File: src/rtl/packet_serializer.sv
// Splits a captured packet into BEAT_SIZE-bit beats (LSB first) on a valid/ready stream
// and answers the scheduler with a one-cycle consumed pulse. Option: PACKET_SERIALIZER_EARLY_CONSUME_EN.
module packet_serializer #(
    parameter int  DATA_SIZE  = 678,
    parameter int  BEAT_SIZE  = 128,
    localparam int NUM_BEATS  = (DATA_SIZE + BEAT_SIZE - 1) / BEAT_SIZE,
    localparam int INDEX_SIZE = (NUM_BEATS > 1) ? $clog2(NUM_BEATS) : 1,
    localparam int TOTAL_SIZE = NUM_BEATS * BEAT_SIZE
) (
    input  logic                  clock,
    input  logic                  reset,
    input  logic [DATA_SIZE-1:0]  packet,
    input  logic                  activate,
    output logic                  consumed,
    output logic [BEAT_SIZE-1:0]  beat_data,
    output logic                  beat_valid,
    input  logic                  beat_ready,
    output logic                  beat_last,
    output logic [INDEX_SIZE-1:0] beat_index,
    output logic                  busy
);

    typedef enum logic [1:0] {
        IDLE = 2'd0,
        SEND = 2'd1,
        DONE = 2'd2
    } state_t;

    state_t                  state_reg;
    logic [TOTAL_SIZE-1:0]   shift_reg;
    logic [TOTAL_SIZE-1:0]   packet_ext;
    logic [INDEX_SIZE-1:0]   count_reg;
    logic                    consumed_reg;
    logic                    valid_reg;
    logic                    last_reg;
    logic                    busy_reg;

    always_comb begin
        packet_ext                = '0;
        packet_ext[DATA_SIZE-1:0] = packet;
    end

    always_ff @(posedge clock or negedge reset) begin
        if (!reset) begin
            state_reg    <= IDLE;
            shift_reg    <= '0;
            count_reg    <= '0;
            consumed_reg <= 1'b0;
            valid_reg    <= 1'b0;
            last_reg     <= 1'b0;
            busy_reg     <= 1'b0;
        end else begin
            consumed_reg <= 1'b0;
            case (state_reg)
                IDLE: begin
                    if (activate) begin
                        shift_reg <= packet_ext;
                        count_reg <= '0;
                        valid_reg <= 1'b1;
                        last_reg  <= (NUM_BEATS == 1);
                        busy_reg  <= 1'b1;
                        state_reg <= SEND;
`ifdef PACKET_SERIALIZER_EARLY_CONSUME_EN
                        // Packet is held locally from here on, so the queue may pop now.
                        consumed_reg <= 1'b1;
`endif
                    end
                end
                SEND: begin
                    if (beat_ready) begin
                        shift_reg <= shift_reg >> BEAT_SIZE;
                        if (last_reg) begin
                            count_reg <= '0;
                            valid_reg <= 1'b0;
                            last_reg  <= 1'b0;
`ifdef PACKET_SERIALIZER_EARLY_CONSUME_EN
                            busy_reg  <= 1'b0;
                            state_reg <= IDLE;
`else
                            consumed_reg <= 1'b1;
                            state_reg    <= DONE;
`endif
                        end else begin
                            count_reg <= count_reg + INDEX_SIZE'(1);
                            last_reg  <= (count_reg == INDEX_SIZE'(NUM_BEATS - 2));
                        end
                    end
                end
                DONE: begin
                    busy_reg  <= 1'b0;
                    state_reg <= IDLE;
                end
                default: begin
                    busy_reg  <= 1'b0;
                    valid_reg <= 1'b0;
                    last_reg  <= 1'b0;
                    state_reg <= IDLE;
                end
            endcase
        end
    end

    assign consumed   = consumed_reg;
    assign beat_data  = shift_reg[BEAT_SIZE-1:0];
    assign beat_valid = valid_reg;
    assign beat_last  = last_reg;
    assign beat_index = count_reg;
    assign busy       = busy_reg;

endmodule
File: config.mk
export PLATFORM = sky130hd
export DESIGN_NAME = packet_serializer
export DESIGN_NICKNAME = d
export VERILOG_FILES = /design/src/rtl/packet_serializer.sv
export SDC_FILE = /design/constraint.sdc
export NUM_CORES = 1
export LEC_CHECK = 0
export ABC_AREA = 1
export BUFFER_PORTS_ARGS = -buffer_cell sky130_fd_sc_hd__buf_2
export CORE_AREA = 2 2 315 317
export DETAILED_ROUTE_END_ITERATION = 7
export DIE_AREA = 0 0 317 319
export PLACE_DENSITY_LB_ADDON = 0.2
export SYNTH_ARGS = -nofsm -noshare
export SYNTH_HDL_FRONTEND = slang
export SYNTH_SLANG_ARGS = --single-unit
File: constraint.sdc
create_clock -name clock -period 4.7 [get_ports clock]
set_clock_uncertainty 0.2 [all_clocks]
set_input_delay 0.47 -clock clock [delete_from_list [all_inputs] [get_ports clock]]
set_output_delay 0.47 -clock clock [all_outputs]
set_load 0.01 [all_outputs]
Yosys cells after proc, flatten, opt, wreduce, memory -nomap -nowiden
Cells that the tools add are included.
{ "totals": {"register_bits": 777, "output_inout_bits": 135, "input_bits": 682, "word_cells": 46} }
{ "classes": {"n_bitwise": 2, "reduce_logical": 7, "n_addsub": 1, "n_eq_ne": 6, "muxes": 23} }
{ "ops": {"columns": ["operator", "n"], "rows": [
  ["2-to-1 mux 768 bit", 2],
  ["case mux 768 bit (2 select lines)", 1],
  ["2-to-1 mux 1 bit", 9],
  ["2-to-1 mux 3 bit", 3],
  ["AND reduction 3 bit", 3],
  ["2-to-1 mux 2 bit", 3],
  ["!= test 2 bit (second input constant)", 3],
  ["case mux 1 bit (3 select lines)", 2],
  ["case mux 3 bit (2 select lines)", 1],
  ["case mux 2 bit (2 select lines)", 1],
  ["AND reduction 4 bit", 1],
  ["adder 3 x 1 -> 3 bit (second input constant)", 1],
  ["== test 3 bit (second input constant)", 1],
  ["== test 2 x 1 -> 1 bit (second input constant)", 1],
  ["== test 2 bit (second input constant)", 1],
  ["logical NOT 2 bit", 1],
  ["inverter 1 bit", 2],
  ["case mux 1 bit (2 select lines)", 1],
  ["AND reduction 2 bit", 1],
  ["nonzero test 2 bit", 1]
]} }

Logic depth before layout (Yosys ltp)
{ "depth": {"depth_word": 4, "mapped_depth": 10, "depth_no_buf": 7} }

Worst setup path before layout
Ideal clock, no wire load.
{ "synth_path": {"path_type": "input port to flip-flop", "start": "in activate", "end": "reg shift_reg[149]", "setup_time_ns": 0.130, "path_slack_ns": 3.054, "n_path_buf": 3, "arrival_time_ns": 1.315, "required_ns": 4.370, "cell_stages": 9, "cell_sequence": "nand2_1 -> nand2_2 -> nand2_2 -> inv_2 -> buf_4 -> buf_2 -> buf_2 -> nand2_1 -> o21ai_1"} }
{ "synth_between": {"elab_chain_len": 2} }
{ "synth_rtl": {"columns": ["item", "line_no", "text"], "rows": [
  ["start, declared", "13", "input logic activate,"],
  ["!= test 2 bit (no line)", null, null],
  ["AND reduction 3 bit (no line)", null, null],
  ["end signal, assigned", "57", "shift_reg <= packet_ext;"],
  ["end signal, assigned", "71", "shift_reg <= shift_reg >> BEAT_SIZE;"],
  ["end, declared", "30", "logic [TOTAL_SIZE-1:0] shift_reg;"]
]} }
No other way between the ends.
A chain may end at the register's enable or synchronous reset.

Final worst setup path
{ "layout_path": {"start": "reg state_reg[0]", "end": "reg shift_reg[264]"} }
{ "layout_between": {"elab_chain_len": 3, "word_cells_on_any_way": 7, "classes_between": "eq/ne (3); mux (1); reduce/logical (3)"} }
{ "layout_rtl": {"columns": ["item", "line_no", "text"], "rows": [
  ["start, declared", "29", "state_t state_reg;"],
  ["start signal, assigned", "45", "state_reg <= IDLE;"],
  ["start signal, assigned", "62", "state_reg <= SEND;"],
  ["start signal, assigned", "81", "state_reg <= DONE;"],
  ["== test 2 x 1 -> 1 bit or logical NOT 2 bit (tied branches)", "54", "case (state_reg)"],
  ["!= test 2 bit (no line) or nonzero test 2 bit (tied branches)", null, null],
  ["AND reduction 3 bit (no line)", null, null]
]} }
Several ways; a longest one is shown, not always the timed one.

==> results.txt <==
Status: completed
Area occupied by multi-input gates: 11,610 µm²
Sort of element at the end of the critical path: register
Clock sink count: 687
Power density relative to cell area: 554.2 nW/µm²
Worst ir drop on vdd: 0.3522 mV
Htree depth: 3
GRT overflow: 0
Final ANT Viol Nets: 0
Netlist area before placement: 33,090 µm²
X dimension of the die: 317 µm
Post-layout net count: 6,292
Final wirelength: 114,500 µm
Via density per instance: 4.575
Clock tree root buffer cell: clkbuf_16
Count of routing violations after the opening detailed-route iteration: 2,221
Count of final max-slew check failures: 0
Cells on worst reg2reg path: 8
Clock transition at the registers of the reported paths: 60 ps
Period minus WS final: 2944 ps
DR DRC count: 0
Area overhead of the layout relative to synthesis: 40.96%
Clock tree from TritonCTS: built
Mean cell area of the mapped netlist: 7.536 µm²
Data arrival time at the worst-slack endpoint: 3300 ps
Final cell count without fillers: 6,990
Count of filler cells inserted in the layout: 9,562
CTS buffer count: 81
Layout cell share with drive strength beyond 1: 0.1763
Clk_lat worst skew: 640 ps
Average detailed-routed wire length per instance: 16.38 µm
TritonRoute pass-1 iters: 6
Cell area after layout: 46,640 µm²
Via count: 31,980
Post-CTS setup buffer count: 0
Effective utilization at floorplan: 0.3387
First-pass GRT wire length: 175,500 µm
CP Max Fanout: 115
Maximum number of pins on one net before global-route repair: 155
Std-Cell Core Area: 97,700 µm²
Overall Global Routing Usage: 0.2218
Via count of the first global-routing pass: 31,550
Setup CP Type: register to register
Static Leak: 0.02315 µW
Total negative setup slack: 0 ps
Register area share after synthesis: 0.5195
Port Buf Inserts: 816
Number of top-level pins: 817
Final HPWL from detailed placement: 74,980 µm
Syn Nets: 5,075
Count of maximum capacitance violations: 0
Setup Viol. Count Final: 0
Number of hold violations in the final report: 0
Number of distinct library cells after synthesis: 17
Post-CTS sizing: 0
Cell area after placement: 37,260 µm²
Register area: 17,190 µm²
Routability Congestion: 0.8515
Die outline height: 319 µm
Flops & latches, synth: 687
Max FFs per register: 678
Clock tree buffer depth: 3
Number of cells on the worst hold path: 5
Required time of the critical path: 5050 ps
Synthesis Warnings: 0
Actual slew at the worst max-slew pin: 840.8 ps
Unrepaired setup endpoints after global routing: no
DP Cell Count: 6,149
Gate count of the mapped netlist: 4,391
Part of the cycle the worst path needs: 0.6264
Worst Setup Start Kind: register
Core Rows: 115
Die Area: 101,100 µm²
Final setup margin: 1756 ps
Worst rel slew slack: 0.4336
Pre-CTS setup slack: 1772 ps
Kind of path behind the tightest hold check: primary input to register
Highest clock frequency the design can meet: 339.6 MHz
End-of-flow core utilization: 0.4774
Number of antenna violations at the first check in global routing: 41
## power by group
group | internal, µW | switching, µW | leakage [µW]
sequential | 7790 | 642 | 0.00923
clock | 3800 | 2560 | 0.00131
combinational | 3570 | 7490 | 0.0126
## Yosys cell counts
master | number | area (µm²)
buf_1 | 1 | 3.750
nand3_1 | 8 | 40.04
clkbuf_1 | 103 | 386.6
dfrtp_1 | 687 | 17190
o211ai_1 | 1 | 7.510
inv_2 | 2 | 7.510
inv_1 | 556 | 2087
o21ai_1 | 420 | 2102
a21oi_1 | 1 | 5.000
nand2_2 | 2 | 12.51
xor2_1 | 1 | 8.760
buf_4 | 145 | 1089
buf_2 | 151 | 755.7
o21ai_0 | 554 | 2773
nor2_1 | 4 | 15.01
nand2_1 | 1753 | 6580
ha_1 | 2 | 25.02
## area by class of cell
class | instances | share of cell area
diodes | 36 | 0.001931
clock buffers | 122 | 0.05250
clock inverters | 20 | 0.004507
inverters | 558 | 0.04507
multi-input cells | 2746 | 0.2489
flip-flops and latches | 687 | 0.3686
well taps | 1287 | 0.03452
repair buffers | 1534 | 0.2440
## layer usage
metal,GRT usage,up-vias,share of wire
li1,-,15830,-
met3,0.03752,365,0.055
met5,0,-,0.00078
met1,0.2766,14660,0.42
met2,0.3536,1105,0.46
met4,0.1436,12,0.063
## cell families (layout without fill, tap and decap cells)
kind of cell,count (synthesis),count (layout),share of synthesized area
simple gates,1767,1767,0.2009
other cells,0,36,0
fa+ha+maj,2,2,0.0007561
flops,687,687,0.5195
buf+inv,958,2234,0.1308
compound gates,976,976,0.1477
xor+xnor,1,1,0.0002647
## critical path, cell delays in order (launching register included)
cell and delay (ps):
dfrtp_1 420, inv_2 140, nand2_1 120, nand2_2 160, nand2_8 280, inv_8 630
buf_12 420, nand2_1 120, o21ai_1 110
## cell usage in the layout, fill, tap and decap left out, types with 7 or more instances in the layout
| master | netlist | final |
|---|---|---|
| nand2_1 | 1753 | 1752 |
| buf_2 | 151 | 815 |
| dfrtp_1 | 687 | 687 |
| dlygate4sd3_1 | 0 | 663 |
| inv_1 | 556 | 556 |
| o21ai_0 | 554 | 554 |
| o21ai_1 | 420 | 420 |
| clkbuf_16 | 0 | 87 |
| diode_2 | 0 | 36 |
| buf_4 | 145 | 36 |
| clkbuf_1 | 103 | 21 |
| buf_12 | 0 | 19 |
| clkbuf_8 | 0 | 14 |
| clkinv_2 | 0 | 13 |
| nand3_1 | 8 | 7 |
## repair_timing
| item | CTS | global route |
|---|---|---|
| endpoints found under the setup margin | 0 | 0 |
| hold buffers | 663 | 0 |
| endpoints found under the hold margin | 734 | 0 |
## worst paths after layout
kind                                              end                        from  slack [ps]
max                        shift_reg[264]$_DFFE_PN0P_    state_reg[0]$_DFFE_PN0P_        1760
min                         shift_reg[47]$_DFFE_PN0P_                  packet[47]          50
max reg2reg                shift_reg[264]$_DFFE_PN0P_    state_reg[0]$_DFFE_PN0P_        1760
min reg2reg                shift_reg[101]$_DFFE_PN0P_  shift_reg[101]$_DFFE_PN0P_         270
max in group asynchronous  shift_reg[194]$_DFFE_PN0P_                       reset        2860
min in group asynchronous  shift_reg[137]$_DFFE_PN0P_                       reset         250
## stage by stage
| step | total power (µW) | hold WS (ps) |
|---|---|---|
| global route | 28030 | 26.30 |
| detailed placement | 19130 | 259.8 |
| CTS | 26080 | 0.1467 |
| floorplan | 16500 | -25.59 |
| global placement | 18980 | 252.4 |
| finish | 25850 | 45.52 |
Power figures use the tool's default switching activity.
